[src/rtl/float_type_pkg.sv]
// Shared float datapath types: operand classes, divider states and IEEE-754 constants.
package float_type;

    typedef enum logic [1:0] {
        ZERO,
        NORMAL,
        INF,
        NAN
    } type_of_float;

    typedef enum logic [2:0] {
        IDLE,
        CHECK,
        DIVIDE,
        ROUND,
        DONE
    } fp_div_state_t;

    localparam logic [31:0] FP_QNAN    = 32'h7FC00000;
    localparam int          FP_BIAS    = 127;
    localparam logic [7:0]  FP_INF_EXP = 8'hFF;

endpackage

[src/rtl/div_round_rne.sv]
// Normalises the raw quotient, rounds to nearest-even and applies the exponent range limits.
module div_round_rne #(
    parameter int EXP_W = 8,
    parameter int MAN_W = 23
) (
    input  logic [MAN_W+2:0]        q,
    input  logic                    sticky,
    input  logic signed [EXP_W+1:0] e,
    input  logic                    sign,
    output logic [EXP_W+MAN_W:0]    result,
    output logic                    U,
    output logic                    O
);

    localparam int EW = EXP_W + 2;
    localparam logic signed [EW-1:0] ONE  = EW'(1);
    localparam logic signed [EW-1:0] EMAX = EW'(2**EXP_W - 1);
    localparam logic signed [EW-1:0] EMIN = EW'(0);

    logic [MAN_W+1:0]        qn;
    logic signed [EW-1:0]    en;
    logic [MAN_W-1:0]        man;
    logic [MAN_W-1:0]        man_r;
    logic                    carry;
    logic                    guard;
    logic                    rest;
    logic                    inc;

    always_comb begin
        qn     = q[MAN_W+2] ? q[MAN_W+1:0] : {q[MAN_W:0], 1'b0};
        en     = q[MAN_W+2] ? e : e - ONE;
        man    = qn[MAN_W+1:2];
        guard  = qn[1];
        rest   = qn[0] | sticky;
        inc    = guard & (rest | man[0]);
        {carry, man_r} = {1'b0, man} + {{MAN_W{1'b0}}, inc};
        // A rounding carry leaves man_r at zero, i.e. exactly 1.0 at the next exponent.
        if (carry)
            en = en + ONE;
        U      = 1'b0;
        O      = 1'b0;
        result = {sign, en[EXP_W-1:0], man_r};
        if (en >= EMAX) begin
            result = {sign, {EXP_W{1'b1}}, {MAN_W{1'b0}}};
            O      = 1'b1;
        end else if (en <= EMIN) begin
            result = {sign, {(EXP_W+MAN_W){1'b0}}};
            U      = 1'b1;
        end
    end

endmodule

[src/rtl/if_normal.sv]
// Classifies one IEEE-754 operand; denormals are reported as ZERO so they flush.
module if_normal
    import float_type::*;
#(
    parameter int EXP_W = 8,
    parameter int MAN_W = 23
) (
    input  logic [EXP_W+MAN_W:0] f,
    output logic [1:0]           f_type
);

    logic [EXP_W-1:0] exp_f;
    logic [MAN_W-1:0] man_f;

    assign exp_f = f[EXP_W+MAN_W-1:MAN_W];
    assign man_f = f[MAN_W-1:0];

    always_comb begin
        f_type = ZERO;
        if (exp_f == '0)
            f_type = ZERO;
        else if (exp_f == '1)
            f_type = (man_f == '0) ? INF : NAN;
        else
            f_type = NORMAL;
    end

endmodule

[src/rtl/fp32_divider.sv]
// Sequential IEEE-754 divider: special-case check, radix-2 restoring divide, RNE round.
module fp32_divider
    import float_type::*;
#(
    parameter int EXP_W = 8,
    parameter int MAN_W = 23
) (
    input  logic                 clk,
    input  logic                 rst,
    input  logic                 in_valid,
    output logic                 in_ready,
    input  logic [EXP_W+MAN_W:0] a,
    input  logic [EXP_W+MAN_W:0] b,
    output logic                 out_valid,
    input  logic                 out_ready,
    output logic [EXP_W+MAN_W:0] fp_result,
    output logic                 U,
    output logic                 O,
    output logic                 N,
    output logic                 Z
);

    localparam int W     = EXP_W + MAN_W + 1;
    localparam int EW    = EXP_W + 2;
    localparam int STEPS = MAN_W + 3;
    localparam int CNT_W = $clog2(STEPS);
    localparam logic signed [EW-1:0] BIAS_E = EW'(2**(EXP_W-1) - 1);
    localparam logic [W-1:0] QNAN = {1'b0, {EXP_W{1'b1}}, 1'b1, {(MAN_W-1){1'b0}}};

    fp_div_state_t           state;
    logic [W-1:0]            a_r;
    logic [W-1:0]            b_r;
    logic signed [EW-1:0]    e_r;
    logic [MAN_W+1:0]        rem;
    logic [MAN_W:0]          dvs;
    logic [MAN_W+2:0]        q;
    logic [CNT_W-1:0]        cnt;
    logic [1:0]              ta_raw;
    logic [1:0]              tb_raw;
    type_of_float            ta;
    type_of_float            tb;
    logic                    sign;
    logic signed [EW-1:0]    e_calc;
    logic                    q_bit;
    logic [MAN_W+1:0]        rem_sub;
    logic [W-1:0]            rnd_result;
    logic                    rnd_u;
    logic                    rnd_o;

    if_normal #(.EXP_W(EXP_W), .MAN_W(MAN_W)) u_class_a (.f(a_r), .f_type(ta_raw));
    if_normal #(.EXP_W(EXP_W), .MAN_W(MAN_W)) u_class_b (.f(b_r), .f_type(tb_raw));

    assign ta     = type_of_float'(ta_raw);
    assign tb     = type_of_float'(tb_raw);
    assign sign   = a_r[W-1] ^ b_r[W-1];
    assign e_calc = $signed({2'b00, a_r[W-2:MAN_W]}) - $signed({2'b00, b_r[W-2:MAN_W]}) + BIAS_E;

    always_comb begin
        q_bit   = (rem >= {1'b0, dvs});
        rem_sub = q_bit ? rem - {1'b0, dvs} : rem;
    end

    div_round_rne #(.EXP_W(EXP_W), .MAN_W(MAN_W)) u_round (
        .q      (q),
        .sticky (|rem),
        .e      (e_r),
        .sign   (sign),
        .result (rnd_result),
        .U      (rnd_u),
        .O      (rnd_o)
    );

    // Special operands resolve in CHECK and jump straight to DONE; the rest iterate.
    always_ff @(posedge clk) begin
        if (rst) begin
            state     <= IDLE;
            in_ready  <= 1'b1;
            out_valid <= 1'b0;
            fp_result <= '0;
            {U, O, N, Z} <= 4'b0000;
            a_r       <= '0;
            b_r       <= '0;
            e_r       <= '0;
            rem       <= '0;
            dvs       <= '0;
            q         <= '0;
            cnt       <= '0;
        end else begin
            case (state)
                IDLE: begin
                    if (in_valid) begin
                        a_r      <= a;
                        b_r      <= b;
                        in_ready <= 1'b0;
                        state    <= CHECK;
                    end
                end
                CHECK: begin
                    {U, O, N, Z} <= 4'b0000;
                    if (ta == NAN || tb == NAN || (ta == ZERO && tb == ZERO) ||
                        (ta == INF && tb == INF)) begin
                        fp_result <= QNAN;
                        N         <= 1'b1;
                        out_valid <= 1'b1;
                        state     <= DONE;
                    end else if (tb == ZERO || ta == INF) begin
                        fp_result <= {sign, {EXP_W{1'b1}}, {MAN_W{1'b0}}};
                        Z         <= (tb == ZERO) && (ta == NORMAL);
                        out_valid <= 1'b1;
                        state     <= DONE;
                    end else if (ta == ZERO || tb == INF) begin
                        fp_result <= {sign, {(W-1){1'b0}}};
                        out_valid <= 1'b1;
                        state     <= DONE;
                    end else begin
                        e_r   <= e_calc;
                        rem   <= {2'b01, a_r[MAN_W-1:0]};
                        dvs   <= {1'b1, b_r[MAN_W-1:0]};
                        q     <= '0;
                        cnt   <= '0;
                        state <= DIVIDE;
                    end
                end
                DIVIDE: begin
                    rem <= rem_sub << 1;
                    q   <= {q[MAN_W+1:0], q_bit};
                    cnt <= cnt + 1'b1;
                    if (cnt == CNT_W'(STEPS - 1))
                        state <= ROUND;
                end
                ROUND: begin
                    fp_result    <= rnd_result;
                    {U, O, N, Z} <= {rnd_u, rnd_o, 2'b00};
                    out_valid    <= 1'b1;
                    state        <= DONE;
                end
                DONE: begin
                    if (out_ready) begin
                        out_valid <= 1'b0;
                        in_ready  <= 1'b1;
                        state     <= IDLE;
                    end
                end
                default: state <= IDLE;
            endcase
        end
    end

    // Protocol and encoding sanity properties.
    assert property (@(posedge clk) disable iff (rst) in_valid |-> !$isunknown({a, b}));
    assert property (@(posedge clk) disable iff (rst)
                     (out_valid && !out_ready) |=> $stable(fp_result));
    assert property (@(posedge clk)
                     state inside {IDLE, CHECK, DIVIDE, ROUND, DONE});

endmodule

[config.mk]
export PLATFORM = sky130hd
export DESIGN_NAME = fp32_divider
export DESIGN_NICKNAME = d
export VERILOG_FILES = /design/src/rtl/float_type_pkg.sv /design/src/rtl/div_round_rne.sv /design/src/rtl/if_normal.sv /design/src/rtl/fp32_divider.sv
export SDC_FILE = /design/constraint.sdc
export NUM_CORES = 1
export LEC_CHECK = 0
export ABC_AREA = 1
export ABC_CLOCK_PERIOD_IN_PS = 5000
export BUFFER_PORTS_ARGS = -buffer_cell sky130_fd_sc_hd__buf_2
export CORE_MARGIN = 2
export CORE_UTILIZATION = 44
export DETAILED_ROUTE_END_ITERATION = 10
export SYNTH_ARGS = -nofsm -noshare
export SYNTH_HDL_FRONTEND = slang
export SYNTH_HIERARCHICAL = 1
export SYNTH_SLANG_ARGS = --single-unit
[constraint.sdc]
create_clock -name clk -period 5 [get_ports clk]
set_input_delay 0.75 -clock clk [delete_from_list [all_inputs] [get_ports clk]]
set_output_delay 0.75 -clock clk [all_outputs]
set_load 0.02 [all_outputs]
After elaboration in Yosys (flattened, before gate mapping). Cells that the tools add are included.

Flip-flop bits (word level): 195. Word-level logic and storage cells: 131. Bits of input ports: 68.

Eq/ne operators: 19. $lt $le $gt $ge: 3. Bitwise logic cells: 7. Reductions and logical operators: 27. Muxes and demuxes: 53. $add $sub $neg: 7.

Operator list (number): $mux W25 (4); $mux W32 (3); $mux W26 (3); $pmux W32 S2 (1); $mux W31 (2); $pmux W26 S2 (1); $pmux W25 S2 (1); $logic_not A23 Y1 (2); $ge A25 B24 Y1 (1); $reduce_or A25 Y1 (1); $add A23 B1 Y24 (1); $mux W24 (1); $sub A24 B24 Y24 (1); $mux W10 (2); $mux W3 (6); $eq A8 B8 Y1 const B (2); $logic_not A8 Y1 (2); $mux W5 (3); $pmux W3 S5 (1); $mux W1 (14); $ne A2 B2 Y1 const B (6); $add A10 B2 Y10 const B (1); $add A9 B8 Y10 const B (1); $ge A10 B9 Y1 const B (1); 28 further kinds (55).

Logic depth before layout (Yosys ltp). Gate-level depths: netlist of the first run.

Word-level depth: 10. Mapped depth: 22.

Cells and area by module. The synthesis of the first run kept the hierarchy.

Modules (own cells, without submodules): fp32_divider (cells an instance 1428, area each 9786.9 um^2, seq. area each 3903.7 um^2, instances 1); div_round_rne (cells an instance 465, area each 2289.7 um^2, seq. area each 0.0 um^2, instances 1); if_normal (cells an instance 41, area each 158.9 um^2, seq. area each 0.0 um^2, instances 2).

Worst setup path after synthesis of the first run. No wires, ideal clock.

Path type: register to register. Start: register q[25]. End: register fp_result[18]. Arrival: 2.389 ns. Clock period less this slack: 2.459 ns. Cell stages (with the launch flop): 20. Path slack: 2.541 ns. Required time: 4.930 ns. Setup time: 0.070 ns. Cell sequence: dfxtp_1 > buf_6 > buf_8 > buf_12 > o21ai_2 > ha_1 > inv_1 > nor2_1 > nand2_1 > nor2_1 > nand2_1 > nor2_1 > nand2_1 > nor3_1 > o21ai_0 > inv_1 > nand3_1 > nor2_1 > nand2_1 > a21oi_1.

Cells in the longest elaborated chain, start to end: 10. Elaborated cells on any way between the ends: 13. Classes of those cells: add/sub: 2; order compare: 2; mux: 6; bitwise: 3.

RTL lines: from (decl) (line fp32_divider.sv:36) `logic [MAN_W+2:0] q;`; from (signal assigned) (line fp32_divider.sv:126) `q <= {q[MAN_W+1:0], q_bit};`; $mux W25 (line div_round_rne.sv:30) `qn = q[MAN_W+2] ? q[MAN_W+1:0] : {q[MAN_W:0], 1'b0};`; $or A1 B1 Y1 (line div_round_rne.sv:34) `rest = qn[0] | sticky;`; $or A1 B1 Y1 (line div_round_rne.sv:35) `inc = guard & (rest | man[0]);`; $and A1 B1 Y1 (line div_round_rne.sv:35); $add A23 B1 Y24 (line div_round_rne.sv:36) `{carry, man_r} = {1'b0, man} + {{MAN_W{1'b0}}, inc};`; $mux W10 (line div_round_rne.sv:38) `if (carry)`; $le A10 B1 Y1 (line div_round_rne.sv:46) `end else if (en <= EMIN) begin`; $mux W31 (line div_round_rne.sv:46); $mux W31 * (line div_round_rne.sv:43) `if (en >= EMAX) begin`; net rnd_result[18] (line fp32_divider.sv:46) `logic [W-1:0] rnd_result;`; $pmux W32 S2 * (line fp32_divider.sv:89) `case (state)`; to (signal assigned) (line fp32_divider.sv:107) `fp_result <= {sign, {EXP_W{1'b1}}, {MAN_W{1'b0}}};`; to (signal assigned) (line fp32_divider.sv:112) `fp_result <= {sign, {(W-1){1'b0}}};`; to (signal assigned) (line fp32_divider.sv:132) `fp_result <= rnd_result;`; to (decl) (line fp32_divider.sv:16) `output logic [EXP_W+MAN_W:0] fp_result,`.

The timed path passes the listed nets; every way through them passes the cells marked *. A chain may end at the register's enable or synchronous reset.

Worst setup path after layout of the first run.
Start: register q[25]. End: register fp_result[27].

Cells in the longest elaborated chain, start to end: 10. Elaborated cells on any way between the ends: 13. Classes of those cells: add/sub: 2; order compare: 2; mux: 6; bitwise: 3.

RTL lines (line): $mux W25 (div_round_rne.sv:30); $or A1 B1 Y1 (div_round_rne.sv:34); $or A1 B1 Y1 (div_round_rne.sv:35); $and A1 B1 Y1 (div_round_rne.sv:35); $add A23 B1 Y24 (div_round_rne.sv:36); $mux W10 * (div_round_rne.sv:38); $le A10 B1 Y1 (div_round_rne.sv:46); $mux W31 (div_round_rne.sv:46); $mux W31 * (div_round_rne.sv:43); net rnd_result[27] (fp32_divider.sv:46); $pmux W32 S2 * (fp32_divider.sv:89).

Marked as above.

==> impl_metrics.json, run 1 <==
{
  "crit_path_start_kind": "flop",
  "synth_ff_type": "dfxtp_1",
  "ant_nets": 0,
  "fmax_mhz": 270,
  "clock_sinks": 195,
  "postCtsHoldBufs": 0,
  "critPathMaxFanout": 53,
  "core_mm2": 0.0278,
  "p_sw_w": 0.00553,
  "end_kind": "flop",
  "grt_pass1_wl_um": 55600,
  "antenna_found_initial": 0,
  "area_growth_pct": 9.50,
  "cts.clk_slew.worst_paths_ps": 80,
  "power_density_mw_per_mm2": 752,
  "ys_seq_area_share_pct": 31.5,
  "drt-met1-wl_um": 17400,
  "via_count": 12100,
  "cts_buffers": 17,
  "setup_tns_ps": 0,
  "cts_buffer_depth": 2,
  "seq_power_share_pct": 21.0,
  "clkLatencyLatePin_ps": 450,
  "drtPass1Iterations": 5,
  "worstMarginPinSlew_ps": 991,
  "ioPinCount": 106,
  "path_class": "reg -> reg",
  "grt_start_max_net_pins": 78,
  "num_rows": 61,
  "via_per_inst": 5.02,
  "cts_root_buf": "clkbuf_16",
  "start_util_pct": 44.6,
  "synth-edff-count": 0,
  "routedWlPerCell_um": 14.0,
  "swShare_pct": 54.2,
  "htreeDepth": 4,
  "drc": 0,
  "status": "finished clean",
  "critPathSlowestCell": "dfxtp_2",
  "synth_async_sr_flop_share_pct": 0,
  "n_antenna_cell": 0,
  "cts_tree": "yes",
  "highest_layer": "met4",
  "critical_path.cell_chain": "inv_4, nand2_1, nand2_1, inv_1, nand2_1, nor2_1, nand2_1, nor2_2, nand3_1, nand2_1, nand3_1, nor2_1, nand3_2, nand3_1, nand2_1, a21oi_1, a21oi_1",
  "hold_viol": 0,
  "cts_setup_buffers": 0,
  "clockPowerShare_pct": 13.8,
  "rsz0062_at_grt": "false",
  "period_share_pct": 74.1,
  "cts_resized": 0,
  "nets": 2133,
  "ys_types": 54,
  "die_w_um": 172,
  "min_period_ps": 3700,
  "crit_required_ps": 5340,
  "leakage_nw": 6.34,
  "ys_warn_count": 6,
  "fp.dieH_um": 172,
  "port-buffer-count": 105,
  "power.internal_w": 0.00468,
  "grt-ovfl-total": 0,
  "drive_gt1_share_pct": 11.6,
  "fin_area_mm2": 0.0136,
  "hold_path_class": "reg -> reg",
  "timing.hold.ws_ps": 457,
  "die_area_mm2": 0.0295,
  "avgSynthCellArea_um2": 6.28,
  "first_global_vias": 11000,
  "dr_wl_met3_um": 1570,
  "finalClockSkew_ps": 12.3,
  "syn_nets": 2083,
  "slew_headroom_pct": 33.9,
  "cap_violations": 0,
  "cp_data_arrival_time_ps": 4040,
  "gp_congestion": 0.910,
  "cp_common_cell": "nand2_1",
  "ys_seq_elements": 195,
  "dr.first_iter.drc_count": 760,
  "wl_met2_um": 14400,
  "gr-usage-all-layers_pct": 23.5,
  "placed_cell_area_mm2": 0.0130,
  "peakVddDrop_v": 0.000582,
  "slowest_delay_ps": 990,
  "synthCells": 1975,
  "dp_hpwl_um": 24900,
  "setup_viol": 0,
  "mappedNetlistArea_mm2": 0.0124,
  "combPwrFrac_pct": 65.2,
  "maxSlewViolCount": 0,
  "wirelength_um": 33700
}
-- routing by layer --
layer  up-vias  track usage, %
met5         -               0
met4         0            4.93
met3        26            3.57
met2       225            36.5
met1      5495            34.3
li1       6372               -
-- synthesized netlist by cell type (24+ instances only) --
cell type,number,area share [%]
a21oi_1,197,8.0
clkbuf_1,47,1.4
nor2_1,156,4.7
ha_1,39,3.9
nand2_1,641,19
o21ai_0,83,3.4
inv_1,236,7.1
nand3_1,112,4.5
nand2_2,24,1.2
nor3_1,24,0.97
nand4_1,34,1.7
dfxtp_1,195,31
-- cell usage in the layout (no fill, tap or decap), types with 17 or more instances in the layout --
cell type | synthesis | routed
clkbuf_16 | 0 | 17
nand2_2 | 24 | 24
o21ai_0 | 83 | 83
xor2_1 | 19 | 19
nand4_1 | 34 | 34
nor3_1 | 24 | 24
ha_1 | 39 | 39
nand3_1 | 112 | 111
buf_2 | 12 | 104
nor2_1 | 156 | 155
dfxtp_1 | 195 | 194
nand2_1 | 641 | 641
nor2_2 | 17 | 18
inv_1 | 236 | 236
a21oi_1 | 197 | 197
-- power by group through the flow --
stage / clock network, W / logic (W) / registers (W)
2_1_floorplan: 0 / 0.00537 / 0.00217
3_3_place_gp: 0 / 0.00654 / 0.00218
3_5_place_dp: 0 / 0.00659 / 0.00218
4_1_cts: 0.00144 / 0.00662 / 0.00215
5_1_grt: 0.00151 / 0.00756 / 0.00219
6_report: 0.00141 / 0.00666 / 0.00214
-- per-stage QoR --
step           cells  total power (W)  util, %  worst slack [ps]
2_1_floorplan   1975          0.00754        -              2540
3_3_place_gp    2384          0.00872     46.7              1410
3_5_place_dp    2384          0.00876     46.7              1360
4_1_cts         2416           0.0102     48.9              1340
5_1_grt         2416           0.0113     48.9               837
6_report        2416           0.0102     48.9              1300
-- logic make-up (layout without fill, tap and decap cells) --
kind of cell,count (synthesis),in the layout,synth area share (%)
and+or+nand+nor,1048,1048,36.3
buffers and inverters,333,396,11.6
AOI/OAI and AO/OA,327,327,14.2
DFF,195,195,31.5
adders and majority gates,40,40,4.10
xor gates and xnor gates,32,32,2.26
-- path summary, 6_finish.rpt --
check	from	endpoint	slack, ps	depth (start not counted)
worst min register to register	fp_result[18]$_SDFFE_PP0P_	fp_result[18]$_SDFFE_PP0P_	460	2
worst min-delay path	fp_result[18]$_SDFFE_PP0P_	fp_result[18]$_SDFFE_PP0P_	460	2
worst max-delay path	q[25]$_SDFFE_PP0P_	fp_result[27]$_SDFFE_PP0P_	1300	17
worst max register to register	q[25]$_SDFFE_PP0P_	fp_result[27]$_SDFFE_PP0P_	1300	17
-- critical path, delay by kind of cell, from the launching register on --
family | cells | cell delay [ps]
AO/OA/AOI/OAI | 2 | 220
buffers and inverters | 2 | 370
flip-flops | 1 | 990
AND/OR/NAND/NOR | 13 | 1970
-- area by class of cell --
type | instances | area [um2]
clock inverters | 14 | 165
fillers | 2976 | 14200
flip-flops and latches | 195 | 3910
repair buffers | 116 | 611
inverters | 248 | 935
multi-input cells | 1447 | 7050
well taps | 378 | 473
clock buffers | 18 | 429
-- registers in the layout, indices dropped and copies added, names as in the netlist --
signal / cells
fp_result: 32
q: 26
dvs: 24
N: 1
state: 3
rem: 25
in_ready: 1
b_r: 32
a_r: 32
U: 1
out_valid: 1
cnt: 5
Z: 1
e_r: 10
O: 1
Power figures use the tool's default switching activity.
==> run 2, diff against run 1 <==
--- a/config.mk
+++ b/config.mk
@@ -5,8 +5,8 @@
 export SDC_FILE = /design/constraint.sdc
 export NUM_CORES = 1
 export LEC_CHECK = 0
-export ABC_AREA = 1
-export ABC_CLOCK_PERIOD_IN_PS = 5000
+export ABC_AREA = 0
+export ABC_CLOCK_PERIOD_IN_PS = 3100
 export BUFFER_PORTS_ARGS = -buffer_cell sky130_fd_sc_hd__buf_2
 export CORE_MARGIN = 2
 export CORE_UTILIZATION = 44
==> constraint.sdc (replaced) <==
create_clock -name clk -period 3.1 [get_ports clk]
set_input_delay 0.465 -clock clk [delete_from_list [all_inputs] [get_ports clk]]
set_output_delay 0.465 -clock clk [all_outputs]
set_load 0.02 [all_outputs]
==> run 2 against run 1 <==
Effect of this change: synthesized cell count down 23%; die area down 5.4%; final area up 1.5%; global-route usage down 0.85 points; largest cell class unchanged.
==> impl_metrics.json, run 2 <==
{
  "n_antenna_cell": 0,
  "nFillCells": 2509,
  "power_density_mw_per_mm2": 800,
  "multi_input_area_mm2": 0.00734,
  "min_from": "b[3]",
  "synth_ff_type": "dfxtp_1",
  "yosys.area.top_type_share_pct": 33.4,
  "setup_viol": 0,
  "critPathMaxFanout": 22,
  "final_common_cell": "nand2_1",
  "start_util_pct": 44.9,
  "area_growth_pct": 17.7,
  "die_area_mm2": 0.0279,
  "final_cell_mix": "nand2_1, dfxtp_1, a21oi_1",
  "via_per_inst": 5.58,
  "synth-edff-count": 0,
  "cts_root_buf": "clkbuf_16",
  "slew_headroom_pct": 41.2,
  "crit_required_ps": 3440,
  "grt_pass1_wl_um": 51900,
  "gr-usage-all-layers_pct": 22.6,
  "ys_seq_elements": 195,
  "end_kind": "flop",
  "placed_cell_area_mm2": 0.0129,
  "routedWlPerCell_um": 16.4,
  "num_rows": 59,
  "r2r-start": "q[25]$_SDFFE_PP0P_",
  "totalPowerFinal_w": 0.0110,
  "fin_area_mm2": 0.0138,
  "clkLatencyLatePin_ps": 450,
  "path_class": "reg -> reg",
  "nets": 1727,
  "ys_types": 95,
  "synthCells": 1518,
  "finalClockSkew_ps": 19.6,
  "drtPass1Iterations": 7,
  "postCtsHoldBufs": 0,
  "avgSynthCellArea_um2": 7.71,
  "htreeDepth": 4,
  "drive_gt1_share_pct": 19.2,
  "min_period_ps": 2970,
  "ioPinCount": 106,
  "ys_seq_area_share_pct": 33.4,
  "synthTopCellsByArea": "dfxtp_1, nand2_1, a21oi_1",
  "grt_busiest_layer": "met2",
  "wirelength_um": 32300,
  "synth_common_cells": "nand2_1, dfxtp_1, a21oi_1",
  "via_count": 11000,
  "port-buffer-count": 105,
  "first_global_vias": 10100,
  "hold_viol": 0,
  "cts_buffers": 17,
  "cp_data_arrival_time_ps": 3310,
  "ys_warn_count": 6,
  "drc": 0,
  "maxSlewViolCount": 0,
  "r2r_cells": 11,
  "rrSetupSlack_ps": 130,
  "peakVddDrop_v": 0.000457,
  "met1_usage_pct": 29.8,
  "min_to": "b_r[3]$_SDFFE_PP0P_",
  "clock_sinks": 195,
  "r2r-end": "fp_result[1]$_SDFFE_PP0P_",
  "dp_hpwl_um": 23400,
  "grt-ovfl-total": 0,
  "synth_async_sr_flop_share_pct": 0,
  "reg_top3": "a_r x32, b_r x32, fp_result x32",
  "ant_nets": 0,
  "use_met3_pct": 2.86,
  "syn_nets": 1626,
  "cap_violations": 0,
  "fmax_mhz": 337,
  "whs_path_depth": 3,
  "cts_tree": "yes",
  "antenna_found_initial": 0,
  "met2_usage_pct": 39.2,
  "core_mm2": 0.0261,
  "yosys.cell_count.top_type": "nand2_1",
  "crit_path_start_kind": "flop",
  "mappedNetlistArea_mm2": 0.0117,
  "period_share_pct": 95.8,
  "cts_buffer_depth": 2,
  "worstMarginPinSlew_ps": 883,
  "grt_start_max_net_pins": 81,
  "cts.clk_slew.worst_paths_ps": 90,
  "regArea_mm2": 0.00391,
  "hold_path_class": "in -> reg",
  "dr.first_iter.drc_count": 675,
  "gp_congestion": 0.828,
  "fp.dieH_um": 167,
  "leakage_nw": 5.26,
  "yosys.area.top_type": "dfxtp_1",
  "status": "finished clean",
  "timing.hold.ws_ps": 242,
  "die_w_um": 167
}
-- run 2: cell count changes after synthesis, sizes merged, moves of 21 or more --
cell,previous run,this run
clkbuf,47,75
xor2,19,40
inv,246,47
a22oi,0,27
nor2,180,104
nand3,119,58
mux2i,0,42
o21ai,97,30
a31oi,4,25
a21oi,204,169
xnor2,13,52
nand2,666,306
-- run 2: cell type report --
| type | instances | share of cell area (%) |
|---|---|---|
| timing repair buffer | 189 | 9.34 |
| clock buffer | 17 | 3.09 |
| tap | 335 | 3.04 |
| multi-input combinational | 1169 | 53.2 |
| inverter | 47 | 1.28 |
| sequential | 195 | 28.4 |
| clock inverter | 15 | 1.61 |
-- run 2: worst max-delay path: stages (launching register included) --
cell      delay [ps]
dfxtp_4          400
nand2b_1         190
a2111o_1         480
nor4bb_1         380
buf_4            230
nand3_2          150
xnor2_2          190
o311ai_4         310
buf_12           220
nor3b_1           70
a22oi_1          180
nor2_1            50
-- run 2: what timing repair did --
action,in CTS,in global routing
resized for setup,0,39
buffers inserted,0,5
setup endpoints to repair,0,44
-- run 2: kinds of logic (layout without fill, tap and decap cells) --
| family | Yosys count | after routing | synth area share, % |
|---|---|---|---|
| flip-flops | 195 | 195 | 33.4 |
| XOR/XNOR | 93 | 93 | 7.09 |
| AND/OR/NAND/NOR | 632 | 632 | 25.7 |
| multiplexers | 46 | 46 | 3.98 |
| buffers and inverters | 154 | 268 | 5.91 |
| adder cells (fa/ha/maj) | 41 | 41 | 4.43 |
| AO/OA/AOI/OAI | 357 | 357 | 19.6 |
-- run 2: how the worst max path moves through the flow --
stage	startpoint	endpoint	slack, ps
floorplan	q[25]$_SDFFE_PP0P_	fp_result[18]$_SDFFE_PP0P_	20
global placement	e_r[1]$_SDFFE_PP0P_	U$_SDFFE_PP0P_	100
detailed placement	q[25]$_SDFFE_PP0P_	fp_result[1]$_SDFFE_PP0P_	30
CTS	q[25]$_SDFFE_PP0P_	fp_result[1]$_SDFFE_PP0P_	10
global route	q[25]$_SDFFE_PP0P_	fp_result[22]$_SDFFE_PP0P_	-60
finish	q[25]$_SDFFE_PP0P_	fp_result[1]$_SDFFE_PP0P_	130
-- run 2: per-stage QoR --
stage	setup slack, ps	TNS [ps]	util [%]	instances
after floorplan	21.6	0	-	1518
after global placement	98.7	0	49.6	1930
after detailed placement	28.0	0	49.6	1930
after CTS	11.5	0	52.0	1962
after global routing	-59.6	-118	52.9	1967
final	130	0	52.9	1967
-- run 2: report_power, final --
| part | internal, W | total [W] | leakage, nW | switching, W |
|---|---|---|---|---|
| logic | 0.00249 | 0.00567 | 3.36 | 0.00317 |
| registers | 0.00273 | 0.00294 | 1.59 | 0.000209 |
| clock network | 0.00115 | 0.00241 | 0.311 | 0.00126 |
-- run 2: per-layer routing --
metal	vias to the layer above	wire length, um
met4	0	607
met2	220	15600
met5	-	0
li1	5571	-
met3	39	1270
met1	5155	14800
